$ cat config.mk
export PLATFORM = sky130hd
export DESIGN_NAME = train_speed_tracker
export DESIGN_NICKNAME = d
export VERILOG_FILES = /design/src/rtl/railway_pkg.sv /design/src/rtl/speed_divider.sv /design/src/rtl/train_speed_tracker.sv
export SDC_FILE = /design/constraint.sdc
export NUM_CORES = 1
export LEC_CHECK = 0
export ABC_CLOCK_PERIOD_IN_PS = 4200
export BUFFER_PORTS_ARGS = -buffer_cell sky130_fd_sc_hd__clkbuf_2
export CORE_ASPECT_RATIO = 2
export CORE_MARGIN = 2
export CORE_UTILIZATION = 53
export CTS_CLUSTER_SIZE = 14
export DETAILED_ROUTE_END_ITERATION = 8
export PLACE_DENSITY = 0.75
export SLEW_MARGIN = 20
export SYNTH_ARGS = -nofsm -noshare
export SYNTH_HDL_FRONTEND = slang
export SYNTH_HIERARCHICAL = 1
export SYNTH_SLANG_ARGS = --single-unit
$ cat constraint.sdc
create_clock -name clk -period 4.2 [get_ports clk]
set_input_delay 0.21 -clock clk [delete_from_list [all_inputs] [get_ports clk]]
set_output_delay 0.21 -clock clk [all_outputs]
set_load 0.05 [all_outputs]
$ cat src/rtl/railway_pkg.sv
`default_nettype none
// ============================================================================
//  Module      : railway_pkg
//  Description : Shared types and constants for the crossing speed tracker:
//                per-channel measurement states, divider engine states and
//                the travel-direction encoding reported with each record.
//  Revision    : 1.0  initial release
// ============================================================================
package railway_pkg;

    // Per-channel measurement state
    typedef enum logic [1:0] {
        IDLE    = 2'd0,
        TIMING  = 2'd1,
        PENDING = 2'd2
    } chan_state_t;

    // Shared divider engine state
    typedef enum logic [1:0] {
        D_IDLE = 2'd0,
        D_DIV  = 2'd1,
        D_DONE = 2'd2
    } div_state_t;

    // Direction of travel: opened by A and closed by B, or the reverse
    localparam logic DIR_AB = 1'b0;
    localparam logic DIR_BA = 1'b1;

endpackage
`default_nettype wire

$ cat src/rtl/speed_divider.sv
`default_nettype none
// ============================================================================
//  Module      : speed_divider
//  Description : Sequential restoring divider, one quotient bit per cycle.
//                A start pulse loads the operands; NUM_W cycles later the
//                quotient register holds dividend/divisor.
//  Ports       : clk, rst_n       clock, asynchronous active-low reset
//                start            load operands and begin a division
//                dividend/divisor NUM_W-bit operands (divisor must be >= 1)
//                done             high in the cycle that computes the final
//                                 quotient bit; quotient is complete from the
//                                 next cycle onward
//                quotient         quotient register
//  Revision    : 1.0  initial release
// ============================================================================
module speed_divider #(
    parameter int NUM_W = 32,
    localparam int STEP_W = $clog2(NUM_W + 1)
) (
    input  logic             clk,
    input  logic             rst_n,
    input  logic             start,
    input  logic [NUM_W-1:0] dividend,
    input  logic [NUM_W-1:0] divisor,
    output logic             done,
    output logic [NUM_W-1:0] quotient
);

    logic [NUM_W-1:0]  quo_q, quo_d;
    logic [NUM_W-1:0]  rem_q, rem_d;
    logic [NUM_W-1:0]  dvs_q, dvs_d;
    logic [STEP_W-1:0] step_q, step_d;
    logic [NUM_W:0]    trial;
    logic [NUM_W:0]    diff;

    // The dividend is shifted out of the top of the quotient register into
    // the partial remainder while quotient bits are shifted in at the bottom.
    always_comb begin
        quo_d  = quo_q;
        rem_d  = rem_q;
        dvs_d  = dvs_q;
        step_d = step_q;
        trial  = {rem_q, quo_q[NUM_W-1]};
        diff   = trial - {1'b0, dvs_q};
        if (start) begin
            quo_d  = dividend;
            rem_d  = '0;
            dvs_d  = divisor;
            step_d = STEP_W'(NUM_W);
        end else if (step_q != '0) begin
            // Borrow out of diff means the trial remainder is below divisor
            if (!diff[NUM_W]) begin
                rem_d = diff[NUM_W-1:0];
                quo_d = {quo_q[NUM_W-2:0], 1'b1};
            end else begin
                rem_d = trial[NUM_W-1:0];
                quo_d = {quo_q[NUM_W-2:0], 1'b0};
            end
            step_d = step_q - STEP_W'(1);
        end
    end

    always_ff @(posedge clk or negedge rst_n) begin
        if (!rst_n) begin
            quo_q  <= '0;
            rem_q  <= '0;
            dvs_q  <= '0;
            step_q <= '0;
        end else begin
            quo_q  <= quo_d;
            rem_q  <= rem_d;
            dvs_q  <= dvs_d;
            step_q <= step_d;
        end
    end

    assign done     = (step_q == STEP_W'(1));
    assign quotient = quo_q;

endmodule
`default_nettype wire

$ cat src/rtl/train_speed_tracker.sv
`default_nettype none
// ============================================================================
//  Module      : train_speed_tracker
//  Description : Multi-channel direction-aware train speed measurement.
//                Each channel times the interval between rising edges of its
//                two track sensors; finished measurements are arbitrated
//                round-robin onto one shared divider and reported as records
//                over a valid/ready stream.
//  Ports       : clk, rst_n        clock, asynchronous active-low reset
//                sens_a, sens_b    pre-synchronised sensor levels per channel
//                out_valid/ready   record handshake
//                out_chan          channel of the record
//                out_speed         DIST_CONST/elapsed, saturated; 0 on timeout
//                out_dir           0 = A->B, 1 = B->A
//                out_timeout       record reports an abandoned measurement
//                chan_busy         per-channel "not IDLE" flags
//  Revision    : 1.0  initial release
// ============================================================================
module train_speed_tracker
    import railway_pkg::*;
#(
    parameter int               NUM_CROSSINGS = 4,
    parameter int               CNT_W         = 24,
    parameter int               NUM_W         = 32,
    parameter int               SPEED_W       = 16,
    parameter logic [NUM_W-1:0] DIST_CONST    = NUM_W'(1000000),
    parameter int               TIMEOUT_CYC   = 2**24 - 1,
    localparam int              CH_W          = (NUM_CROSSINGS > 1) ? $clog2(NUM_CROSSINGS) : 1
) (
    input  logic                     clk,
    input  logic                     rst_n,
    input  logic [NUM_CROSSINGS-1:0] sens_a,
    input  logic [NUM_CROSSINGS-1:0] sens_b,
    output logic                     out_valid,
    input  logic                     out_ready,
    output logic [CH_W-1:0]          out_chan,
    output logic [SPEED_W-1:0]       out_speed,
    output logic                     out_dir,
    output logic                     out_timeout,
    output logic [NUM_CROSSINGS-1:0] chan_busy
);

    logic [NUM_CROSSINGS-1:0] grant;
    logic [NUM_CROSSINGS-1:0] pend;
    logic [NUM_CROSSINGS-1:0] dir_vec;
    logic [NUM_CROSSINGS-1:0] tmo_vec;
    logic [CNT_W-1:0]         elapsed_arr [NUM_CROSSINGS];

    // ------------------------------------------------------------------
    // Per-channel measurement FSMs
    // ------------------------------------------------------------------
    for (genvar i = 0; i < NUM_CROSSINGS; i++) begin : g_chan
        chan_state_t      state_q, state_d;
        logic [CNT_W-1:0] cnt_q, cnt_d;
        logic             dir_q, dir_d;
        logic             tmo_q, tmo_d;
        logic             a_q, b_q;
        logic             rise_a, rise_b, close_edge;

        always_comb begin
            rise_a     = sens_a[i] & ~a_q;
            rise_b     = sens_b[i] & ~b_q;
            close_edge = (dir_q == DIR_BA) ? rise_a : rise_b;
            state_d    = state_q;
            cnt_d      = cnt_q;
            dir_d      = dir_q;
            tmo_d      = tmo_q;
            unique case (state_q)
                IDLE: begin
                    // Simultaneous edges give no direction, so they are dropped
                    if (rise_a ^ rise_b) begin
                        state_d = TIMING;
                        dir_d   = rise_b ? DIR_BA : DIR_AB;
                        cnt_d   = CNT_W'(1);
                        tmo_d   = 1'b0;
                    end
                end
                TIMING: begin
                    // The counter freezes on exit and doubles as elapsed time
                    if (close_edge) begin
                        state_d = PENDING;
                        tmo_d   = 1'b0;
                    end else if (cnt_q >= CNT_W'(TIMEOUT_CYC)) begin
                        state_d = PENDING;
                        tmo_d   = 1'b1;
                    end else begin
                        cnt_d = cnt_q + CNT_W'(1);
                    end
                end
                PENDING: begin
                    if (grant[i]) begin
                        state_d = IDLE;
                        cnt_d   = '0;
                    end
                end
                default: state_d = IDLE;
            endcase
        end

        always_ff @(posedge clk or negedge rst_n) begin
            if (!rst_n) begin
                state_q <= IDLE;
                cnt_q   <= '0;
                dir_q   <= DIR_AB;
                tmo_q   <= 1'b0;
                a_q     <= 1'b0;
                b_q     <= 1'b0;
            end else begin
                state_q <= state_d;
                cnt_q   <= cnt_d;
                dir_q   <= dir_d;
                tmo_q   <= tmo_d;
                a_q     <= sens_a[i];
                b_q     <= sens_b[i];
            end
        end

        assign pend[i]        = (state_q == PENDING);
        assign chan_busy[i]   = (state_q != IDLE);
        assign dir_vec[i]     = dir_q;
        assign tmo_vec[i]     = tmo_q;
        assign elapsed_arr[i] = cnt_q;
    end

    // ------------------------------------------------------------------
    // Round-robin arbiter, only active while the engine is idle
    // ------------------------------------------------------------------
    logic [CH_W-1:0] rr_ptr_q, rr_ptr_d;
    logic [CH_W-1:0] grant_idx;
    logic [CH_W:0]   scan_idx;
    logic            grant_vld;
    div_state_t      eng_q, eng_d;

    always_comb begin
        grant_vld = 1'b0;
        grant_idx = '0;
        scan_idx  = '0;
        grant     = '0;
        if (eng_q == D_IDLE) begin
            // Scan from the far end back to rr_ptr so the nearest hit wins
            for (int k = NUM_CROSSINGS - 1; k >= 0; k--) begin
                scan_idx = {1'b0, rr_ptr_q} + (CH_W + 1)'(k);
                if (scan_idx >= (CH_W + 1)'(NUM_CROSSINGS)) begin
                    scan_idx = scan_idx - (CH_W + 1)'(NUM_CROSSINGS);
                end
                if (pend[scan_idx[CH_W-1:0]]) begin
                    grant_vld = 1'b1;
                    grant_idx = scan_idx[CH_W-1:0];
                end
            end
        end
        if (grant_vld) begin
            grant[grant_idx] = 1'b1;
        end
        rr_ptr_d = rr_ptr_q;
        if (grant_vld) begin
            rr_ptr_d = (grant_idx == CH_W'(NUM_CROSSINGS - 1)) ? '0 : grant_idx + CH_W'(1);
        end
    end

    // ------------------------------------------------------------------
    // Divider engine and output register
    // ------------------------------------------------------------------
    logic               div_start, div_done;
    logic [NUM_W-1:0]   quotient;
    logic [SPEED_W-1:0] speed_sat;
    logic [CH_W-1:0]    rec_chan_q, rec_chan_d;
    logic               rec_dir_q, rec_dir_d;
    logic               rec_tmo_q, rec_tmo_d;
    logic               out_valid_q, out_valid_d;
    logic [CH_W-1:0]    out_chan_q, out_chan_d;
    logic [SPEED_W-1:0] out_speed_q, out_speed_d;
    logic               out_dir_q, out_dir_d;
    logic               out_tmo_q, out_tmo_d;

    assign div_start = grant_vld & ~tmo_vec[grant_idx];

    speed_divider #(
        .NUM_W (NUM_W)
    ) u_div (
        .clk      (clk),
        .rst_n    (rst_n),
        .start    (div_start),
        .dividend (DIST_CONST),
        .divisor  (NUM_W'(elapsed_arr[grant_idx])),
        .done     (div_done),
        .quotient (quotient)
    );

    always_comb begin
        speed_sat = (quotient > NUM_W'({SPEED_W{1'b1}})) ? {SPEED_W{1'b1}}
                                                          : quotient[SPEED_W-1:0];
        eng_d       = eng_q;
        rec_chan_d  = rec_chan_q;
        rec_dir_d   = rec_dir_q;
        rec_tmo_d   = rec_tmo_q;
        out_valid_d = out_valid_q & ~out_ready;
        out_chan_d  = out_chan_q;
        out_speed_d = out_speed_q;
        out_dir_d   = out_dir_q;
        out_tmo_d   = out_tmo_q;
        unique case (eng_q)
            D_IDLE: begin
                if (grant_vld) begin
                    rec_chan_d = grant_idx;
                    rec_dir_d  = dir_vec[grant_idx];
                    rec_tmo_d  = tmo_vec[grant_idx];
                    eng_d      = tmo_vec[grant_idx] ? D_DONE : D_DIV;
                end
            end
            D_DIV: begin
                if (div_done) begin
                    eng_d = D_DONE;
                end
            end
            D_DONE: begin
                // Load only into an empty slot or one being emptied this cycle
                if (!out_valid_q || out_ready) begin
                    out_valid_d = 1'b1;
                    out_chan_d  = rec_chan_q;
                    out_speed_d = rec_tmo_q ? '0 : speed_sat;
                    out_dir_d   = rec_dir_q;
                    out_tmo_d   = rec_tmo_q;
                    eng_d       = D_IDLE;
                end
            end
            default: eng_d = D_IDLE;
        endcase
    end

    always_ff @(posedge clk or negedge rst_n) begin
        if (!rst_n) begin
            rr_ptr_q    <= '0;
            eng_q       <= D_IDLE;
            rec_chan_q  <= '0;
            rec_dir_q   <= DIR_AB;
            rec_tmo_q   <= 1'b0;
            out_valid_q <= 1'b0;
            out_chan_q  <= '0;
            out_speed_q <= '0;
            out_dir_q   <= DIR_AB;
            out_tmo_q   <= 1'b0;
        end else begin
            rr_ptr_q    <= rr_ptr_d;
            eng_q       <= eng_d;
            rec_chan_q  <= rec_chan_d;
            rec_dir_q   <= rec_dir_d;
            rec_tmo_q   <= rec_tmo_d;
            out_valid_q <= out_valid_d;
            out_chan_q  <= out_chan_d;
            out_speed_q <= out_speed_d;
            out_dir_q   <= out_dir_d;
            out_tmo_q   <= out_tmo_d;
        end
    end

    assign out_valid   = out_valid_q;
    assign out_chan    = out_chan_q;
    assign out_speed   = out_speed_q;
    assign out_dir     = out_dir_q;
    assign out_timeout = out_tmo_q;

endmodule
`default_nettype wire

==> results of run 1 <==
flip-flops by register name, indices dropped and copies added (netlist names):
| register | flops |
|---|---|
| eng_q | 2 |
| g_chan.a_q | 4 |
| g_chan.b_q | 4 |
| g_chan.cnt_q | 96 |
| g_chan.dir_q | 4 |
| g_chan.state_q | 8 |
| g_chan.tmo_q | 4 |
| out_chan | 2 |
| out_dir | 1 |
| out_speed | 16 |
| out_timeout | 1 |
| out_valid | 1 |
| rec_chan_q | 2 |
| rec_dir_q | 1 |
| rec_tmo_q | 1 |
| rr_ptr_q | 2 |
| u_div/dvs_q | 32 |
| u_div/quotient | 32 |
| u_div/rem_q | 32 |
| u_div/step_q | 6 |
final timing paths:
check                                            to  slack [ns]  cells after the start
worst max register to register      u_div/dvs_q[31]        0.45                     11
max in group asynchronous       g_chan[3].cnt_q[13]        2.85                      3
min in group clk                      g_chan[1].b_q        0.32                      2
worst min-delay path                  g_chan[3].b_q        0.30                      2
worst min register to register         out_speed[1]        0.47                      2
worst max-delay path                u_div/dvs_q[31]        0.45                     11
logic make-up (layout without fill, tap and decap cells):
| logic type | after synthesis | in the layout | synth area share (%) |
|---|---|---|---|
| AOI/OAI and AO/OA | 578 | 578 | 25.2 |
| xor gates and xnor gates | 30 | 30 | 1.77 |
| adders and majority gates | 60 | 60 | 4.84 |
| buffers and inverters | 196 | 199 | 4.94 |
| DFF | 251 | 251 | 40.1 |
| muxes | 76 | 76 | 5.01 |
| other | 2 | 40 | 0.0479 |
| and+or+nand+nor | 591 | 591 | 18.2 |
cells in the mapped netlist, types with 41 or more instances:
cell | number | area [µm²]
ha_1 | 59 | 738
nand3_1 | 56 | 280
o21ai_0 | 153 | 766
nor2_1 | 126 | 473
nand2_1 | 192 | 721
inv_1 | 83 | 312
a211oi_1 | 41 | 308
dfrtp_1 | 251 | 6280
a21oi_1 | 98 | 490
mux2i_1 | 65 | 651
clkbuf_1 | 86 | 323
o31ai_1 | 82 | 616
final cells by class:
cell class / count / area share, %
clock buffers: 37 / 4.41
clock inverters: 7 / 0.696
inverters: 84 / 1.83
multi-input cells: 1375 / 51.1
flip-flops and latches: 251 / 36.4
well taps: 364 / 2.64
repair buffers: 71 / 2.93
report_power, final:
| part | total (W) | leakage [nW] | switching (W) | internal, W |
|---|---|---|---|---|
| sequential | 0.00372 | 3.25 | 0.000552 | 0.00317 |
| clock | 0.00243 | 0.431 | 0.000994 | 0.00143 |
| combinational | 0.00885 | 3.84 | 0.00565 | 0.00320 |
| total | 0.0150 | 7.53 | 0.00720 | 0.00779 |
layer usage:
layer / global-route usage, % / wire length [µm] / up-vias
met3: 3.01 / 2350 / 74
met2: 40.9 / 18700 / 451
met1: 35.8 / 18000 / 6555
met4: 9.41 / 1410 / 0
li1: - / - / 6576
met5: 0 / 0 / -
through the flow:
stage	setup WS (ns)	hold slack [ns]	total power (W)	util (%)
2_1_floorplan	0.675	-0.0856	0.0104	-
3_3_place_gp	0.674	0.314	0.0123	55.6
4_1_cts	0.527	0.305	0.0150	58.9
6_report	0.451	0.302	0.0150	58.9
3_5_place_dp	0.536	0.316	0.0125	55.6
5_1_grt	0.257	0.334	0.0161	58.9
worst max-delay path, stage by stage (launching register included):
cell and delay [ns]:
dfrtp_1 0.40, inv_1 0.13, ha_1 0.33, inv_2 0.08, o32a_1 0.36, a2111oi_4 0.34, buf_4 0.43, mux2i_1 0.23
mux2i_1 0.18, nor2_4 0.42, buf_12 0.41, o21ai_0 0.18
==> key figures, run 1 <==
Run status
  – Status: complete, no violations

Placed design
  – Placed Area: 16300 µm²
  – Dpl hpwl: 28100 µm
  – Count of buffers from port buffering: 35
  – Post-Place Cells: around 2100
  – Placer congestion estimate: around 0.91

Critical path
  – Crit path kind: reg -> reg
  – Worst reg2reg path startpoint: g_chan[1].state_q[0]
  – Setup crit start kind: register
  – Crit. End Element: register
  – Arr. time, crit path: approximately 4.2 ns
  – Crit-path max FO: between 100 and 150
  – Setup crit start: g_chan[1].state_q[0]
  – Worst EP required: 4.60 ns

Power and ir drop
  – Power per cell area: 869 nW/µm²
  – Leak: approximately 7.5 nW
  – Peak VDD IR: 0.440 mV

STA
  – Hold Vio Cnt, Final: 0
  – Final worst path period share: 89.3%
  – RSZ-0062 raised after global routing: false
  – Least-Margin Pin Slew: 0.940 ns
  – Final Setup Violations: 0
  – Slew Viols, Final: 0
  – Peak Freq: roughly 270 MHz
  – Rel. slew slack: about 37%
  – Tmin final: between 3 and 4 ns
  – Clock Skews: 0.0177 ns
  – Total negative slack: 0 ns

Die
  – Total core area: roughly 29000 µm²
  – DIE AREA: 31100 µm²
  – Rows: 89
  – Die H: ~250 µm
  – Die Width: approximately 130 µm
  – Initial Util: 53.5%
  – # IOs: 36

Synth
  – Top_reg_cell synth: dfrtp_1
  – Synthesized area: ~16000 µm²
  – Yosys cell types: 80
  – Cells after Synth: 1784
  – Async SR Flop Fraction: 100%
  – #FFs+latches synth: between 200 and 300
  – Post-synth EDFFs: 0
  – Synth Area per Inst: roughly 9 µm²
  – Sequential fraction of the synthesis area: 40.1%
  – Ys Warns: 6

Clocking
  – CTS tree: done
  – Clock buffer count from CTS: 25
  – CTS Sinks: around 250
  – Clk buf depth: 3
  – CTS root buf: clkbuf_16
  – Hold-fix buffers, CTS: 10
  – Setup Buffers After CTS: 0
  – Post-CTS Resized: 0
  – H-tree levels: 1
  – CTS clk-pin slew, worst paths: 0.07 ns
  – Latest clock arrival within the worst-skew pair: 0.55 ns

GRT
  – Vias in the first global route: 12600
  – Overflow after GRT: 0
  – Total global-route track usage: about a quarter
  – Global-route wire length before repair: 65900 µm
  – Initial antenna violation count: 0
  – Largest net degree at the start of global routing: 116

Cells and area
  – Share of cells above drive strength 1: 8.38%
  – Most common cell after layout, fill and taps aside: dfrtp_1
  – Most frequent cells in the layout: dfrtp_1 (251), nand2_1 (191), o21ai_0 (153)
  – Reg area: 6280 µm²
  – Filler cell count: around 2600
  – Layout Nets: around 1900
  – Area growth from synthesis to layout: 10.1%
  – Multi-input gate area: between 8000 and 9000 µm²
  – Fin area: approximately 17000 µm²
  – N_diodes: 0
  – Non-filler cells, final: about 2200

Drt
  – 1st-pass router iterations: 5
  – Final WL: 40400 µm
  – Drt initial violations: approximately 1300
  – DR WL/cell: about 18 µm
  – Routed Antenna Nets: 0
  – Vias per Instance: between 6 and 7
  – Vias: roughly 14000
  – DR DRC count: 0

Hold path
  – Type of the most critical hold path: in -> async

Flow run
  – Max-cap violations: 0
Note: power is estimated with default switching activity, not from simulation.
==> inputs of run 2 (changes only) <==
SYNTH_HIERARCHICAL = unset   (was 1)
==> key figures, run 2 <==
Run status
  – Status: complete, no violations

Synth
  – Syn Nets: 1797
  – Yosys cell types: 68
  – Top_reg_cell synth: dfrtp_1
  – Async SR Flop Fraction: 100%
  – Area leader, netlist: dfrtp_1
  – Sequential fraction of the synthesis area: 43.0%
  – Post-synth EDFFs: 0
  – Cells after Synth: 1735
  – Synth top area share: ~43%
  – Synthesized area: ~14000 µm²
  – Most common cell in the netlist: nand2_1
  – #FFs+latches synth: 243
  – Ys Warns: 0
  – Synth Area per Inst: between 8 and 9 µm²
  – Post-synth top cells: nand2_1 (361), dfrtp_1 (243), o21ai_0 (195), nor2_1 (138), nand3_1 (86)
  – Synth top area cells: dfrtp_1 (43%), nand2_1 (9.6%), o21ai_0 (6.9%)

Critical path
  – Crit path cell chain: inv_1, ha_1, nor3b_1, a2111oi_1, nor3_4, inv_1, ha_1, nand2_1, a21oi_1, nand2_1, a21o_1, nor2_1, buf_4, nand4_1, o21ai_0
  – Worst reg2reg path startpoint: g_chan[1].state_q[0]
  – Worst reg2reg setup slack: about 0.35 ns
  – Setup crit start kind: register
  – Worst R2R Path Depth: 15
  – Worst EP required: ~4.7 ns
  – Largest stage delay, worst path: approximately 0.71 ns
  – Crit. End Element: register
  – Slowest cell on crit path: a2111oi_1
  – Crit-path max FO: 30
  – R2R Path End: g_chan[1].cnt_q[12]
  – Crit path kind: reg -> reg
  – Arr. time, crit path: ~4.3 ns

GRT
  – Largest net degree at the start of global routing: about 110
  – Initial antenna violation count: 1
  – Overflow after GRT: 0
  – Vias in the first global route: between 10000 and 15000
  – Total global-route track usage: between 20% and 30%
  – Global-route wire length before repair: roughly 63000 µm

Drt
  – Final WL: slightly below 40000 µm
  – Routed Antenna Nets: 0
  – DR DRC count: 0
  – DR WL/cell: 18.4 µm
  – Drt initial violations: approximately 1000
  – 1st-pass router iterations: 5
  – Vias per Instance: 6.11
  – Vias: between 10000 and 15000

Power and ir drop
  – Power per cell area: slightly above 800 nW/µm²
  – Leak: between 6 and 7 nW
  – Peak VDD IR: 0.642 mV

Clocking
  – Clk buf depth: 3
  – Post-CTS Resized: 0
  – Setup Buffers After CTS: 0
  – CTS root buf: clkbuf_16
  – Clock buffer count from CTS: 23
  – CTS clk-pin slew, worst paths: 0.07 ns
  – CTS Sinks: between 200 and 250
  – CTS tree: done
  – Latest clock arrival within the worst-skew pair: about 0.56 ns
  – H-tree levels: 1

Die
  – Rows: 84
  – # IOs: 36
  – Total core area: between 20000 and 30000 µm²
  – DIE AREA: around 28000 µm²
  – Die H: around 240 µm
  – Die Width: roughly 120 µm
  – Initial Util: about 54%

STA
  – Total negative slack: 0 ns
  – Hold slack: 0.303 ns
  – RSZ-0062 raised after global routing: false
  – Hold Vio Cnt, Final: 0
  – Rel. slew slack: between 40% and 50%
  – Tmin final: roughly 3.9 ns
  – Peak Freq: about 260 MHz
  – Slew Viols, Final: 0
  – Least-Margin Pin Slew: between 0.8 and 0.9 ns
  – Final Setup Violations: 0
  – Final worst path period share: around nine tenths
  – Clock Skews: 0.0213 ns

Cells and area
  – Most frequent cells in the layout: nand2_1 (360), dfrtp_1 (243), o21ai_0 (195)
  – Filler cell count: around 2400
  – N_diodes: 0
  – Reg with most FFs: g_chan.cnt_q
  – Max reg flops: 96
  – Reg area: 6080 µm²
  – Area growth from synthesis to layout: 9.29%
  – Layout Nets: 1797
  – Most common cell after layout, fill and taps aside: nand2_1
  – Multi-input gate area: between 7000 and 8000 µm²
  – Share of cells above drive strength 1: approximately 7%

Hold path
  – HP Start: sens_a[3]
  – WHS Endpoint: g_chan[3].a_q
  – Type of the most critical hold path: in -> reg
  – Hold path cells: 2

Placed design
  – Dpl hpwl: 27800 µm
  – Count of buffers from port buffering: 35
  – Placer congestion estimate: between 0.9 and 1

Flow run
  – Max-cap violations: 0
==> run 2: cell families (layout without fill, tap and decap cells) <==
logic type / count (synthesis) / count (layout) / share of synthesized area [%]
AND/OR/NAND/NOR: 760 / 760 / 24.3
AO/OA/AOI/OAI: 481 / 481 / 20.8
flip-flops: 243 / 243 / 43.0
buffers and inverters: 152 / 167 / 4.20
adder cells (fa/ha/maj): 51 / 51 / 4.56
XOR/XNOR: 35 / 35 / 2.17
multiplexers: 13 / 13 / 0.999
==> run 2: metal layers <==
metal,up-vias,share of wire (%),global-route usage [%]
met5,-,0.034,0
met4,2,6.4,16.5
met3,135,3.5,3.06
met2,352,54,51.1
met1,6179,37,29.3
li1,6126,-,-
==> run 2: worst max-delay path by stage <==
stage	start	to	slack (ns)	depth (start not counted)
CTS	g_chan[1].state_q[0]	g_chan[1].cnt_q[12]	0.41	15
global placement	g_chan[1].state_q[0]	g_chan[1].cnt_q[12]	0.64	15
finish	g_chan[1].state_q[0]	g_chan[1].cnt_q[12]	0.35	15
floorplan	g_chan[3].state_q[0]	g_chan[3].cnt_q[16]	0.70	16
global route	g_chan[1].state_q[0]	g_chan[1].cnt_q[12]	0.04	15
detailed placement	g_chan[1].state_q[0]	g_chan[1].cnt_q[12]	0.43	15
==> run 2: critical path: cells and delay by family (launching register included) <==
kind                     cells  cell delay [ns]
flip-flops                   1             0.41
adder cells (fa/ha/maj)      2             0.44
AO/OA/AOI/OAI                4             1.55
AND/OR/NAND/NOR              6             0.84
buffers and inverters        3             0.51
==> run 2: repair_timing <==
| action | in CTS | in global routing |
|---|---|---|
| hold buffers | 10 | 0 |
| hold endpoints to repair | 117 | 0 |
| setup endpoints to repair | 0 | 0 |
==> run 2: power by group <==
| group | switching [W] | leakage [nW] | internal (W) |
|---|---|---|---|
| Sequential | 0.000569 | 3.17 | 0.00304 |
| Combinational | 0.00443 | 3.17 | 0.00235 |
| Clock | 0.000950 | 0.355 | 0.00115 |
==> run 2: per-stage QoR <==
step	instances	cell area, µm²	util [%]	total power, W	setup slack (ns)
after global placement	2044	14600	55.7	0.0101	0.644
final	2094	15500	58.8	0.0125	0.346
after CTS	2094	15500	58.8	0.0125	0.410
after floorplan	1735	14100	-	0.00850	0.696
after global routing	2094	15500	58.8	0.0134	0.0396
after detailed placement	2044	14600	55.7	0.0103	0.431
==> run 2: area by class of cell <==
cell class | instances | area share (%)
clock inverters | 7 | 0.518
repair buffers | 69 | 3.25
clock buffers | 33 | 4.22
well taps | 344 | 2.78
inverters | 58 | 1.41
multi-input cells | 1340 | 48.5
flip-flops and latches | 243 | 39.3
==> inputs of run 3 (changes only) <==
CELL_PAD_IN_SITES_DETAIL_PLACEMENT = 0   (was unset)
CELL_PAD_IN_SITES_GLOBAL_PLACEMENT = 1   (was unset)
CORE_UTILIZATION = 48   (was 53)
PLACE_DENSITY = 0.86   (was 0.75)
REMOVE_ABC_BUFFERS = 1   (was unset)
==> key figures, run 3 (synthesis results as in run 2) <==
STA
  – Rel. slew slack: 37.5%
  – Final Setup Violations: 0
  – Clock Skews: roughly 0.017 ns
  – Total negative slack: 0 ns
  – RSZ-0062 raised after global routing: false
  – Slew Viols, Final: 0
  – Final worst path period share: between 80% and 90%
  – Least-Margin Pin Slew: 0.937 ns
  – Peak Freq: around 260 MHz
  – Hold Vio Cnt, Final: 0
  – Tmin final: roughly 3.8 ns

Critical path
  – Crit path capture: g_chan[0].cnt_q[23]
  – Slowest cell on crit path: a2111oi_1
  – R2R Path End: g_chan[0].cnt_q[23]
  – Crit. End Element: register
  – Largest stage delay, worst path: ~0.69 ns
  – Setup crit start: g_chan[1].state_q[0]
  – Crit path cell chain: inv_1, ha_1, nor3b_1, a2111oi_1, nor3_4, inv_1, ha_1, nand2_1, nand2_1, o21ai_0, a211o_1, buf_4, nor4_1, xnor2_1, a21oi_1
  – Setup crit start kind: register
  – Crit-path max FO: 22
  – Worst EP required: 4.60 ns
  – Worst reg2reg setup slack: roughly 0.42 ns
  – Crit path kind: reg -> reg
  – Worst R2R Path Depth: 15
  – Worst reg2reg path startpoint: g_chan[1].state_q[0]
  – Arr. time, crit path: ~4.2 ns

Die
  – DIE AREA: 30900 µm²
  – Die H: 247 µm
  – Total core area: between 20000 and 30000 µm²
  – Rows: ~90
  – Die Width: approximately 130 µm
  – Initial Util: roughly half
  – # IOs: 36

Power and ir drop
  – Total power: 0.0128 W
  – Leak: 6.77 nW
  – Peak VDD IR: between 0.5 and 0.6 mV
  – Power per cell area: between 800 and 900 nW/µm²

Placed design
  – Placer congestion estimate: 0.929
  – Dpl hpwl: between 20000 and 30000 µm
  – Count of buffers from port buffering: 35
  – Post-Place Cells: slightly above 2000
  – Placed Area: between 10000 and 15000 µm²

Clocking
  – H-tree levels: 1
  – Clock buffer count from CTS: 24
  – Hold-fix buffers, CTS: 10
  – CTS root buf: clkbuf_16
  – Clk buf depth: 3
  – Latest clock arrival within the worst-skew pair: ~0.55 ns
  – Post-CTS Resized: 0
  – CTS Sinks: around 240
  – Setup Buffers After CTS: 0
  – CTS clk-pin slew, worst paths: ~0.070 ns
  – CTS tree: done

Drt
  – Final WL: just under 40000 µm
  – Routed Antenna Nets: 0
  – Drt initial violations: around 980
  – Vias: roughly 13000
  – Vias per Instance: 6.01
  – DR DRC count: 0
  – 1st-pass router iterations: 7
  – DR WL/cell: approximately 19 µm

Cells and area
  – Share of cells above drive strength 1: 7.45%
  – Most frequent cells in the layout: nand2_1 (360), dfrtp_1 (243), o21ai_0 (195)
  – Fin area: between 15000 and 20000 µm²
  – Area growth from synthesis to layout: 10.2%
  – Layout Nets: 1804
  – Non-filler cells, final: between 2000 and 2500
  – N_diodes: 0
  – Reg with most FFs: g_chan.cnt_q
  – Most common cell after layout, fill and taps aside: nand2_1
  – Filler cell count: between 2000 and 3000
  – Max reg flops: 96

GRT
  – Gr busiest metal: met2
  – Initial antenna violation count: 0
  – Met3 GRT Util: under 10%
  – Overflow after GRT: 0
  – Met1 Usage GRT: 28.9%
  – Largest net degree at the start of global routing: roughly 120
  – Global-route track usage on met2: about 48%
  – Global-route wire length before repair: 66000 µm
  – Vias in the first global route: 12900
  – Total global-route track usage: a little over a quarter

Hold path
  – Type of the most critical hold path: in -> async

Run status
  – Status: complete, no violations

Flow run
  – Max-cap violations: 0
==> run 3: report_power, final <==
group | switching [W] | internal (W) | total [W]
registers | 0.000560 | 0.00304 | 0.00360
logic | 0.00454 | 0.00237 | 0.00692
clock network | 0.000971 | 0.00133 | 0.00230
total | 0.00607 | 0.00674 | 0.0128
==> run 3: layout make-up <==
cell class,instances,area [µm²],area share (%)
clock inverter,9,131,0.843
timing repair buffer,75,523,3.36
multi-input combinational,1340,7490,48.1
inverter,58,218,1.40
clock buffer,34,688,4.42
tap,360,450,2.89
sequential,243,6080,39.0
==> run 3: critical path: cells and delay by family, from the launching register on <==
family / cells / cell delay [ns]
buf+inv: 3 / 0.50
simple gates: 5 / 0.78
flops: 1 / 0.42
xor+xnor: 1 / 0.16
fa+ha+maj: 2 / 0.45
compound gates: 4 / 1.32
==> run 3: through the flow <==
stage               worst slack (ns)  utilization (%)  hold WS [ns]
floorplan                      -2.78                -       -0.0856
global placement               0.619             50.6         0.331
detailed placement             0.472             50.6         0.338
CTS                            0.435             53.8         0.302
global route                   0.145             53.8         0.316
finish                         0.423             53.8         0.309
==> run 3: worst min path at each step <==
| stage | startpoint | endpoint | slack, ns | depth (start not counted) |
|---|---|---|---|---|
| 2_1_floorplan | rst_n | eng_q[0] | -0.09 | 0 |
| 3_3_place_gp | sens_a[3] | g_chan[3].a_q | 0.33 | 1 |
| 3_5_place_dp | sens_b[2] | g_chan[2].b_q | 0.34 | 1 |
| 4_1_cts | sens_b[0] | g_chan[0].b_q | 0.30 | 2 |
| 5_1_grt | sens_a[3] | g_chan[3].a_q | 0.32 | 2 |
| 6_report | rst_n | out_speed[6] | 0.31 | 2 |
==> run 3: per-layer routing <==
metal  wire length, µm  part of all wire (%)
met1             15200                    38
met2             20700                    52
met3              1110                   2.8
met4              2680                   6.7
met5                 0                     0
